File: src/rtl/duty_ramp.sv
// Slew-limited duty request for the 11-bit PWM generator: soft start, ramp-down, brake cut-off.
// Optional build macro DUTY_CLAMP_EN caps the captured target at MAX_DUTY.
module duty_ramp #(
  parameter logic [10:0] STEP_UP  = 11'd8,
  parameter logic [10:0] STEP_DN  = 11'd32,
  parameter logic [10:0] MAX_DUTY = 11'h7C0
) (
  input  logic        clk,
  input  logic        rst_n,
  input  logic        en,
  input  logic        brake,
  input  logic [10:0] target,
  input  logic        target_vld,
  output logic [10:0] duty,
  output logic        prd_strt,
  output logic        at_target
);

  typedef enum logic [1:0] {StIdle, StRamp, StHold, StBrake} state_e;

`ifdef DUTY_CLAMP_EN
  localparam bit ClampEn = 1'b1;
`else
  localparam bit ClampEn = 1'b0;
`endif

  state_e      state_q, state_d;
  logic [10:0] per_cnt_q, per_cnt_d;
  logic [10:0] tgt_q, tgt_d;
  logic [10:0] duty_q, duty_d;
  logic        prd_strt_q, prd_strt_d;
  logic        at_target_q, at_target_d;

  logic        tick;
  logic [10:0] tgt_cap;
  logic [10:0] eff_tgt;
  logic [10:0] step_duty;
  logic [11:0] diff_up, diff_dn;

  assign tick      = (per_cnt_q == 11'h7FF);
  assign per_cnt_d = per_cnt_q + 11'd1;
  assign tgt_cap   = (ClampEn && (target > MAX_DUTY)) ? MAX_DUTY : target;
  assign tgt_d     = target_vld ? tgt_cap : tgt_q;

  // Drive disabled means ramp toward zero rather than cut off.
  assign eff_tgt = en ? tgt_q : 11'd0;
  assign diff_up = {1'b0, eff_tgt} - {1'b0, duty_q};
  assign diff_dn = {1'b0, duty_q} - {1'b0, eff_tgt};

  always_comb begin
    step_duty = eff_tgt;
    if (eff_tgt > duty_q) begin
      if (diff_up > {1'b0, STEP_UP}) step_duty = duty_q + STEP_UP;
    end else begin
      if (diff_dn > {1'b0, STEP_DN}) step_duty = duty_q - STEP_DN;
    end
  end

  always_comb begin
    state_d = state_q;
    duty_d  = duty_q;
    if (brake) begin
      state_d = StBrake;
      duty_d  = 11'd0;
    end else begin
      case (state_q)
        StIdle: begin
          duty_d = 11'd0;
          if (en && (tgt_q != 11'd0)) state_d = StRamp;
        end
        StRamp: begin
          if (tick) begin
            duty_d = step_duty;
            if (step_duty == eff_tgt) state_d = en ? StHold : StIdle;
          end
        end
        StHold: begin
          if (eff_tgt != duty_q) state_d = StRamp;
          else if (!en)          state_d = StIdle;
        end
        StBrake: begin
          duty_d  = 11'd0;
          state_d = StIdle;
        end
        default: begin
          duty_d  = 11'd0;
          state_d = StIdle;
        end
      endcase
    end
    prd_strt_d  = tick;
    at_target_d = (state_d == StHold);
  end

  always_ff @(posedge clk) begin
    if (!rst_n) begin
      state_q     <= StIdle;
      per_cnt_q   <= 11'd0;
      tgt_q       <= 11'd0;
      duty_q      <= 11'd0;
      prd_strt_q  <= 1'b0;
      at_target_q <= 1'b0;
    end else begin
      state_q     <= state_d;
      per_cnt_q   <= per_cnt_d;
      tgt_q       <= tgt_d;
      duty_q      <= duty_d;
      prd_strt_q  <= prd_strt_d;
      at_target_q <= at_target_d;
    end
  end

  assign duty      = duty_q;
  assign prd_strt  = prd_strt_q;
  assign at_target = at_target_q;

endmodule

File: config.mk
export PLATFORM = sky130hd
export DESIGN_NAME = duty_ramp
export DESIGN_NICKNAME = d
export VERILOG_FILES = /design/src/rtl/duty_ramp.sv
export SDC_FILE = /design/constraint.sdc
export NUM_CORES = 1
export LEC_CHECK = 0
export ABC_AREA = 0
export CAP_MARGIN = 30
export CORE_UTILIZATION = 45
export CTS_BUF_LIST = sky130_fd_sc_hd__clkbuf_8
export DETAILED_ROUTE_END_ITERATION = 10
export PLACE_DENSITY = 0.74
export SLEW_MARGIN = 30
export SYNTH_ARGS = -nofsm -noshare
export SYNTH_HDL_FRONTEND = slang
export SYNTH_SLANG_ARGS = --single-unit
File: constraint.sdc
create_clock -name clk -period 5 [get_ports clk]
set_input_delay 0.75 -clock clk [delete_from_list [all_inputs] [get_ports clk]]
set_output_delay 0.75 -clock clk [all_outputs]
set_load 0.02 [all_outputs]
Word-level counts from Yosys, hierarchy flattened
Index checks and enable logic that the tools add are counted.
{ "classes": {"addsub": 5, "multipliers": 0, "n_div": 0, "n_lt_le_gt_ge": 3, "n_eq_ne": 8, "shift": 0, "n_mux": 14, "bitwise": 1, "n_reduce_logical": 7} }
{ "op_table": {"columns": ["op", "n"], "rows": [
  ["two-way mux 11 bit", 5],
  ["subtractor 11 x 11 -> 12 bit", 2],
  ["one-hot mux 11 bit (2 select lines)", 1],
  ["two-way mux 2 bit", 7],
  ["> comparator 12 x 4 -> 1 bit, second input constant", 1],
  ["> comparator 12 x 6 -> 1 bit, second input constant", 1],
  ["adder 11 x 1 -> 11 bit, second input constant", 1],
  ["adder 11 x 4 -> 11 bit, second input constant", 1],
  ["== test 11 bit", 1],
  ["== test 11 bit, second input constant", 1],
  ["> comparator 11 bit", 1],
  ["inequality test 11 bit", 1],
  ["nonzero test 11 bit", 1],
  ["subtractor 11 x 6 -> 11 bit, second input constant", 1],
  ["one-hot mux 2 bit (4 select lines)", 1],
  ["== test 2 bit, second input constant", 3],
  ["OR reduction 2 bit", 2],
  ["== test 2 x 1 -> 1 bit, second input constant", 1],
  ["zero test 2 bit", 1],
  ["inequality test 2 bit, second input constant", 1],
  ["AND reduction 2 bit", 1],
  ["nonzero test 2 bit", 1],
  ["logical AND 1 bit", 1],
  ["inverter 1 bit", 1]
]} }
{ "word_totals": {"regBits": 37, "latchBits": 0, "mem_bits_rw": 0, "rom_bits": 0, "input_bits": 16, "output_inout_bits": 13, "elab_cells": 44, "n_memories": 0} }

Depth between registers and ports, before layout
Gate-level depths: netlist (run 1).
{ "depth": {"depth_word": 11, "depth_mapped": 18, "mapped_depth_nobuf": 14} }

Worst setup path before layout (run 1)
No wires, ideal clock.
{ "synth_timing": {"kind": "input to register", "from": "input port en", "to": "register at_target_q, in the netlist at_target", "setup_ns": 0.073, "arrival_ns": 4.372, "required_ns": 4.927, "path_slack_ns": 0.555, "path_stages": 16, "n_path_buf": 3, "path_cell_list": "buf_4 > buf_2 > buf_1 > nand2_1 > ha_1 > nand2b_1 > a21o_1 > and4_4 > or4_4 > nor4_4 > a31oi_2 > a221o_1 > or4_1 > o2111ai_2 > a41oi_2 > nor3_2"} }
{ "synth_via": {"elab_chain_len": 11, "word_cells_on_any_way": 21, "classes_between": "2 x add/sub; 3 x order compare; 3 x eq/ne; 12 x mux; 1 x reduce/logical"} }
{ "synth_rtl": {"columns": ["element", "line", "text"], "rows": [
  ["start, declared", "10", "input logic en,"],
  ["two-way mux 11 bit", "46", "assign eff_tgt = en ? tgt_q : 11'd0;"],
  ["subtractor 11 x 11 -> 12 bit, on equally long branches", "48, 47", null],
  ["> comparator 12 x 6 -> 1 bit / > comparator 12 x 4 -> 1 bit (equally long branches)", "55, 53", null],
  ["two-way mux 11 bit, on equally long branches", "55, 53", null],
  ["two-way mux 11 bit", "52", "if (eff_tgt > duty_q) begin"],
  ["== test 11 bit", "74", "if (step_duty == eff_tgt) state_d = en ? StHold : StIdle;"],
  ["two-way mux 2 bit", "74", null],
  ["two-way mux 2 bit", "72", "if (tick) begin"],
  ["one-hot mux 2 bit (4 select lines) (*)", "66", "case (state_q)"],
  ["two-way mux 2 bit (*)", "62", "if (brake) begin"],
  ["== test 2 bit (*)", "92", "at_target_d = (state_d == StHold);"],
  ["end signal, assigned", "109", "at_target_q <= at_target_d;"],
  ["end, declared", "32", "logic at_target_q, at_target_d;"]
]} }
Every way passes the cells marked *; elsewhere a longest branch is shown, timed or not.
A chain may end at the register's enable or synchronous reset.

Worst setup path in the final report (run 1)
Ends and elaborated chain as after synthesis.

==> results of run 1 <==
[cell usage in the layout (no fill, tap or decap), drive strengths merged, types with 9 or more instances in the layout]
cell type / instances
and3: 9
mux2i: 13
ha: 23
inv: 23
o21ai: 21
nand3: 18
dfxtp: 37
a21oi: 33
nand2: 48
buf: 15
nor2b: 17
xnor2: 30
nor2: 24
clkdlybuf4s50: 28
[sequential cells by signal (all words and copies together), names as in the netlist]
name / flops
at_target: 1
tgt_q: 11
prd_strt: 1
duty: 11
per_cnt_q: 11
state_q: 2
[metal layers]
metal | up-vias | routed length [um] | GRT usage (%)
met4 | 0 | 293 | 10.5
met5 | - | 0 | 0
met3 | 30 | 581 | 4.52
met1 | 1629 | 4430 | 33.4
li1 | 1684 | - | -
met2 | 136 | 4400 | 43.2
[logic make-up (layout without fill, tap and decap cells)]
| kind of cell | Yosys count | in the layout | synth area share (%) |
|---|---|---|---|
| buffers and inverters | 43 | 73 | 5.56 |
| flip-flops | 37 | 37 | 21.5 |
| AND/OR/NAND/NOR | 173 | 173 | 27.1 |
| AO/OA/AOI/OAI | 122 | 122 | 24.8 |
| adder cells (fa/ha/maj) | 23 | 23 | 8.35 |
| multiplexers | 13 | 13 | 3.78 |
| XOR/XNOR | 35 | 35 | 8.90 |
[final timing paths]
| path | start | end | depth (start not counted) |
|---|---|---|---|
| worst max-delay path | en | at_target | 15 |
| worst min-delay path | per_cnt_q[0] | per_cnt_q[0] | 1 |
| worst max register to register | tgt_q[6] | at_target | 13 |
| worst min register to register | per_cnt_q[0] | per_cnt_q[0] | 1 |
[power by group through the flow]
stage | sequential (mW) | combinational [mW] | clock, mW
finish | 0.314 | 0.254 | 0.259
CTS | 0.314 | 0.249 | 0.262
global placement | 0.321 | 0.244 | 0
global route | 0.315 | 0.275 | 0.279
detailed placement | 0.321 | 0.248 | 0
floorplan | 0.317 | 0.180 | 0
[layout make-up]
class	instances	area (um^2)	area share, %
multi-input combinational	366	2510	63.4
sequential	37	741	18.7
timing repair buffer	43	393	9.91
tap	99	124	3.12
inverter	22	82.6	2.08
clock buffer	5	68.8	1.74
clock inverter	3	42.5	1.07
[through the flow]
stage	utilization, %	setup TNS, ps	std cells
after floorplan	-	0	446
after global placement	52.6	0	567
after detailed placement	52.6	-17.7	567
after CTS	54.1	0	575
after global routing	54.1	0	575
final	54.1	0	575
[worst reg2reg max path: cells and delay by family, from the launching register on]
kind            cells  cell delay (ps)
buf+inv             1              220
fa+ha+maj           1              520
simple gates        6             1510
compound gates      5             1340
flops               1              490
==> impl_metrics.csv, run 1 <==
group,metric,value,unit
outcome,status,"finished clean",
drt,num_vias,3479,
global_route,grt_pass1_vias,3346,
clocking,clk_pin_slew,70,ps
power,power.share.clock,31.3,%
timing,drv_slew,0,
global_route,grt_max_degree,27,
yosys,syn_nets,485,
global_route,antenna_found_initial,0,
placement,portBuffers,28,
placement,placed_area,3850,um^2
placement,dp_hpwl,7630,um
yosys,synthTopCellsByCount,"nand2_1, dfxtp_1, a21oi_1, xnor2_1, nor2_1",
floorplanning,die_x,89.5,um
clocking,cts_tree,"built",
yosys,yosysTopAreaCell,"dfxtp_1",
critical_path,cp_top_family,"simple AND/OR/NAND/NOR gates",
placement,dpl_worst_slack,-17.7,ps
clocking,clock_latency,290,ps
finish,drive_above_1_share,8.61,%
floorplanning,boundaryPins,29,
clocking,htree_levels,2,
timing,worst_pin_slew,675,ps
floorplanning,core-area,7330,um^2
timing,setup_viol,0,
clocking,cts_resized,0,
global_route,grt_pass1_wl,16000,um
finish,antenna_cells,0,
drt,drt_iter0_drc,207,
timing,hold_viol,0,
yosys,ys_warn_count,0,
clocking,cts_made_buffers,5,
critical_path,worstSetupEndpointType,"register",
finish,nets,514,
yosys,async_flop_share,0,%
yosys,yosysTopAreaCellShare,21.5,%
critical_path,cp-start-kind,"input pin",
clocking,clockRootBuffer,"clkbuf_8",
yosys,synth_edf_count,0,
critical_path,slowest_stage,"clkdlybuf4s50_1",
power,combPwrFrac,30.7,%
power,p_seq_share,38.0,%
timing,worst_slack,188,ps
critical_path,slowest_delay,520,ps
clocking,postCtsHoldBufs,0,
critical_path,cp.required,5210,ps
drt,drt.antenna.violating_nets,0,
critical_path,crit_type,"in2reg",
floorplanning,die-area,8010,um^2
yosys,ys_seq_area_share,21.5,%
timing,slew_headroom,55.0,%
power,power,827,uW
finish,num-fill-cells,683,
critical_path,arrival,5020,ps
timing,fin_crit_sh,96.2,%
yosys,yosysMostFrequentCell,"nand2_1",
drt,drcViolationCount,0,
timing,min_period,4810,ps
clocking,post_cts_buffers,0,
yosys,avgSynthCellArea,7.73,um^2
drt,viasPerCell,6.05,
finish,final_area,3970,um^2
finish,syn2layout_area_growth,15.1,%
power,p_sw,268,uW
yosys,netlist_top_cells_area,"dfxtp_1, ha_1, xnor2_1",
drt,wirelength,9700,um
yosys,synth_cells,446,
critical_path,r2r_setup_slack,860,ps
hold_path,hold_class,"reg2reg",
critical_path,crit_path_frequent_cell,"buf_4",
global_route,grt_usage,26.0,%
placement,place.gp.congestion,0.925,
job,cap_violations,0,
global_route,overflow,0,
critical_path,worst-path-max-fanout,15,
timing,rsz0062_at_grt,"false",
floorplanning,fp.dieH,89.5,um
power,p_int,559,uW
drt,drt-pass1-iter-count,5,
power,swShare,32.4,%
power,p_leak,1.63,nW
critical_path,critical_path_buf_inv_count,3,
clocking,clock_path_buffers,2,
timing,hold_slack,451,ps
timing,clock_skew,8.62,ps
floorplanning,start_util,47.0,%
yosys,ys_dominant_reg_cell,"dfxtp_1",
yosys,synth_cell_type_count,72,
yosys,synth_seq_cells,37,
power,ir_worst_vdd,147,uV
yosys,synth.cell_area,3450,um^2
clocking,clkSinkCount,37,
timing,fmax,0.208,GHz
critical_path,cp_cell_sequence,"clkdlybuf4s50_1 -> buf_4 -> nand2_1 -> ha_1 -> buf_4 -> nor3_1 -> a2111oi_1 -> nand3_1 -> nor4_2 -> a41oi_1 -> a221o_1 -> or4_1 -> o2111ai_2 -> a41oi_2 -> nor3_2",
power,powerDensity,209,nW/um^2
floorplanning,row_count,31,
drt,wl_per_cell,16.9,um
(Power assumes the default switching activity.)
==> run 2, diff against run 1 <==
--- a/config.mk
+++ b/config.mk
@@ -7,10 +7,11 @@
 export LEC_CHECK = 0
 export ABC_AREA = 0
 export CAP_MARGIN = 30
-export CORE_UTILIZATION = 45
+export CORE_UTILIZATION = 50
 export CTS_BUF_LIST = sky130_fd_sc_hd__clkbuf_8
+export CTS_CLUSTER_SIZE = 28
 export DETAILED_ROUTE_END_ITERATION = 10
-export PLACE_DENSITY = 0.74
+export PLACE_DENSITY = 0.79
 export SLEW_MARGIN = 30
 export SYNTH_ARGS = -nofsm -noshare
 export SYNTH_HDL_FRONTEND = slang
==> impl_metrics.csv, run 2 (synthesis gave the netlist of run 1 again) <==
group,metric,value,unit
outcome,status,"finished clean",
global_route,grt_max_degree,27,
timing,clock_skew,7.40,ps
floorplanning,core-area,6490,um^2
timing,final.setup.tns,0,ps
placement,place.gp.congestion,1.00,
clocking,clk_pin_slew,80,ps
timing,fmax,0.217,GHz
floorplanning,die_x,85.0,um
critical_path,worst-path-max-fanout,14,
critical_path,crit_type,"in2reg",
clocking,htree_levels,2,
clocking,post_cts_buffers,0,
global_route,overflow,0,
critical_path,cp-start-kind,"input pin",
clocking,cts_made_buffers,5,
timing,hold_slack,456,ps
global_route,grt_pass1_vias,3368,
finish,final_common_cell,"nand2_1",
finish,mostFrequentLayoutCells,"nand2_1, dfxtp_1, xnor2_1, a21oi_1, clkdlybuf4s50_1",
floorplanning,fp.dieH,85.0,um
critical_path,arrival,4840,ps
finish,num-fill-cells,581,
critical_path,cp.required,5220,ps
hold_path,hold_class,"reg2reg",
timing,slew_headroom,50.4,%
power,powerDensity,200,nW/um^2
global_route,grt_usage,27.9,%
drt,drt-pass1-iter-count,5,
critical_path,slowest_delay,530,ps
critical_path,worstSetupEndpointType,"register",
clocking,clkSinkCount,37,
timing,worst_pin_slew,744,ps
clocking,postCtsHoldBufs,0,
drt,drcViolationCount,0,
power,p_leak,1.63,nW
timing,min_period,4620,ps
timing,drv_slew,0,
drt,num_vias,3517,
global_route,grt_pass1_wl,16100,um
timing,rsz0062_at_grt,"false",
floorplanning,die-area,7230,um^2
global_route,antenna_found_initial,0,
timing,hold_viol,0,
floorplanning,boundaryPins,29,
finish,drive_above_1_share,9.39,%
clocking,cts_tree,"built",
drt,drt.antenna.violating_nets,0,
placement,portBuffers,28,
drt,viasPerCell,6.33,
drt,wirelength,9640,um
drt,drt_iter0_drc,282,
finish,nets,517,
timing,fin_crit_sh,92.3,%
job,cap_violations,0,
placement,dp_hpwl,7600,um
timing,setup_viol,0,
critical_path,cp_cell_sequence,"clkdlybuf4s50_1 -> buf_4 -> nand2_1 -> ha_1 -> nand4_1 -> a21o_1 -> and4_4 -> or4_4 -> nor4_4 -> a31oi_2 -> a221o_1 -> or4_1 -> o2111ai_2 -> a41oi_2 -> nor3_2",
finish,final_util,60.6,%
clocking,clockRootBuffer,"clkbuf_8",
power,ir_worst_vdd,149,uV
floorplanning,row_count,29,
critical_path,slowest_stage,"clkdlybuf4s50_1",
clocking,clock_latency,300,ps
finish,syn2layout_area_growth,14.3,%
floorplanning,start_util,53.1,%
drt,wl_per_cell,17.3,um
finish,antenna_cells,0,
clocking,cts_resized,0,
clocking,clock_path_buffers,2,
## run 2: critical path: cells and delay by family
kind / cells / cell delay [ps]
AND/OR/NAND/NOR: 7 / 1860
AO/OA/AOI/OAI: 5 / 1060
buffers and inverters: 2 / 740
adder cells (fa/ha/maj): 1 / 410
## run 2: metrics by stage
stage / setup WS, ps / cell area, um^2 / total power, mW / instances
after floorplan: 555 / 3450 / 0.497 / 446
after global placement: 217 / 3850 / 0.569 / 548
after detailed placement: 139 / 3850 / 0.571 / 548
after CTS: 422 / 3940 / 0.787 / 556
after global routing: 147 / 3940 / 0.829 / 556
final: 385 / 3940 / 0.788 / 556
## run 2: layout make-up
cell class                      instances  area, um^2  area share, %
Clock buffer                            5        68.8           1.75
Timing Repair Buffer                   46         415           10.5
Sequential cell                        37         741           18.8
Tap cell                               77        96.3           2.45
Multi-Input combinational cell        366        2510           63.8
Clock inverter                          3        21.3          0.540
Inverter                               22        82.6           2.10
## run 2: report_power, final
part / internal (mW) / total (mW) / switching (mW)
Sequential: 0.304 / 0.314 / 0.0107
Clock: 0.0989 / 0.218 / 0.119
Combinational: 0.108 / 0.256 / 0.147
Total: 0.511 / 0.788 / 0.277
## run 2: path summary, 6_finish.rpt
path | startpoint | to | slack [ps] | cells after the start
setup / recovery | en | at_target | 380 | 15
hold / removal | per_cnt_q[0] | per_cnt_q[0] | 460 | 1
setup reg to reg | tgt_q[5] | at_target | 1000 | 14
hold reg to reg | per_cnt_q[0] | per_cnt_q[0] | 460 | 1
## run 2: layer usage
| metal | up-vias | track usage, % | routed length [um] |
|---|---|---|---|
| li1 | 1689 | - | - |
| met1 | 1629 | 36.1 | 4190 |
| met2 | 166 | 46.2 | 4430 |
| met3 | 33 | 4.09 | 668 |
| met4 | 0 | 11.7 | 346 |
| met5 | - | 0 | 0 |
==> run 3, diff against run 2 <==
--- a/config.mk
+++ b/config.mk
@@ -8,9 +8,9 @@
 export ABC_AREA = 0
 export CAP_MARGIN = 30
 export CORE_UTILIZATION = 50
-export CTS_BUF_LIST = sky130_fd_sc_hd__clkbuf_8
 export CTS_CLUSTER_SIZE = 28
 export DETAILED_ROUTE_END_ITERATION = 10
+export GPL_TIMING_DRIVEN = 0
 export PLACE_DENSITY = 0.79
 export SLEW_MARGIN = 30
 export SYNTH_ARGS = -nofsm -noshare
==> impl_metrics.csv, run 3 (synthesis gave the netlist of run 1 again) <==
group,metric,value,unit
critical_path,critical_path.startpoint,"en",
global_route,grt_usage,26.7,%
power,ir_worst_vdd,132,uV
power,power.share.clock,28.4,%
power,p_sw,277,uW
hold_path,min_from,"per_cnt_q[0]",
drt,drt.antenna.violating_nets,0,
global_route,grt_max_degree,14,
finish,multiInputGateArea,2520,um^2
global_route,grt_pass1_wl,15400,um
power,p_int,503,uW
placement,place.gp.congestion,0.943,
critical_path,cp-start-kind,"input pin",
job,cap_violations,0,
drt,num_vias,3461,
critical_path,cp_cell_sequence,"buf_4 -> buf_2 -> clkbuf_2 -> nand2_1 -> ha_1 -> nand2_1 -> o21ai_1 -> a2111oi_1 -> nand3_1 -> nor4_2 -> a41oi_2 -> a221o_1 -> or4_1 -> o2111ai_2 -> a41oi_2 -> nor3_2",
drt,met3_length,523,um
drt,drcViolationCount,0,
drt,drt-pass1-iter-count,5,
finish,drive_above_1_share,8.32,%
clocking,htree_levels,2,
clocking,clock_path_buffers,2,
timing,fin_crit_sh,95.8,%
timing,fmax,0.209,GHz
finish,final_common_cell,"nand2_1",
clocking,clockRootBuffer,"clkbuf_8",
floorplanning,die_x,85.0,um
finish,seqCellArea,741,um^2
timing,final.setup.tns,0,ps
timing,hold_viol,0,
power,combPwrFrac,31.6,%
hold_path,min_path_cells,1,
finish,stdcell_count,558,
timing,setup_viol,0,
placement,dp_hpwl,7340,um
power,p_seq_share,40.0,%
critical_path,r2r-start,"tgt_q[6]",
placement,portBuffers,27,
critical_path,worst-path-max-fanout,10,
finish,final_area,3910,um^2
clocking,postCtsHoldBufs,0,
critical_path,slowest_delay,500,ps
placement,placed_area,3810,um^2
drt,wl_per_cell,16.7,um
clocking,clkSinkCount,37,
floorplanning,core-area,6490,um^2
drt,met2_length,4380,um
floorplanning,die-area,7230,um^2
timing,hold_slack,460,ps
finish,syn2layout_area_growth,13.5,%
global_route,grt_pass1_vias,3210,
timing,min_period,4790,ps
placement,dp.cells,550,
outcome,status,"finished clean",
critical_path,worstRegToRegCells,14,
finish,antenna_cells,0,
clocking,post_cts_buffers,0,
drt,wl_met1,4210,um
clocking,clock_latency,300,ps
timing,slew_headroom,48.2,%
hold_path,hold_class,"reg2reg",
global_route,overflow,0,
critical_path,crit_type,"in2reg",
critical_path,worstSetupEndpointType,"register",
drt,wirelength,9340,um
floorplanning,boundaryPins,29,
floorplanning,row_count,29,
timing,worst_slack,211,ps
floorplanning,start_util,53.1,%
drt,drt_iter0_drc,198,
drt,highest_layer,"met4",
critical_path,slowest_stage,"a2111oi_1",
finish,mostFrequentLayoutCells,"nand2_1, dfxtp_1, xnor2_1, a21oi_1, clkdlybuf4s50_1",
floorplanning,fp.dieH,85.0,um
timing,clock_skew,8.75,ps
power,p_leak,1.61,nW
placement,dpl_worst_slack,-181,ps
timing,drv_slew,0,
clocking,cts_tree,"built",
finish,num-fill-cells,617,
power,powerDensity,199,nW/um^2
finish,nets,519,
power,swShare,35.5,%
clocking,cts_made_buffers,5,
clocking,clk_pin_slew,80,ps
critical_path,arrival,5020,ps
drt,viasPerCell,6.20,
timing,worst_pin_slew,776,ps
critical_path,cp.required,5230,ps
global_route,antenna_found_initial,0,
clocking,cts_resized,0,
timing,rsz0062_at_grt,"false",
run 3: changes by cell type in the layout (fill, tap and decap cells not counted), sizes merged:
cell / previous run / this run
buf: 18 / 12
clkinvlp: 1 / 0
inv: 23 / 22
clkbuf: 5 / 14
clkinv: 1 / 3
clkdlybuf4s50: 28 / 27
run 3: worst paths after layout:
check        slack [ps]            to
max                 210     at_target
min                 460  per_cnt_q[0]
max reg2reg         550     at_target
min reg2reg         460  per_cnt_q[0]
run 3: per-stage QoR:
| stage | utilization, % | total power [mW] |
|---|---|---|
| after floorplan | - | 0.497 |
| after global placement | 58.7 | 0.555 |
| after detailed placement | 58.7 | 0.558 |
| after CTS | 60.1 | 0.777 |
| after global routing | 60.2 | 0.822 |
| final | 60.2 | 0.780 |
run 3: per-layer routing:
| layer | up-vias | global-route usage [%] |
|---|---|---|
| met5 | - | 0 |
| met4 | 0 | 9.55 |
| met3 | 20 | 3.50 |
| met2 | 120 | 44.3 |
| met1 | 1631 | 35.4 |
| li1 | 1690 | - |
run 3: final cells by class:
| cell class | count | area share, % |
|---|---|---|
| clock inverter | 3 | 0.576 |
| timing repair buffer | 27 | 6.91 |
| sequential | 37 | 18.9 |
| tap | 77 | 2.46 |
| multi-input combinational | 366 | 64.4 |
| buffer | 21 | 2.81 |
| clock buffer | 5 | 1.76 |
| inverter | 22 | 2.11 |
run 3: critical path, delay by kind of cell:
kind | cells | cell delay (ps)
buffers and inverters | 3 | 630
and+or+nand+nor | 6 | 1560
AOI/OAI and AO/OA | 6 | 1630
adders and majority gates | 1 | 450
run 3: power by group through the flow:
stage	sequential [mW]	clock, mW	combinational [mW]
after floorplan	0.317	0	0.180
after global placement	0.318	0	0.236
after detailed placement	0.319	0	0.239
after CTS	0.312	0.224	0.241
after global routing	0.314	0.239	0.270
final	0.312	0.221	0.247
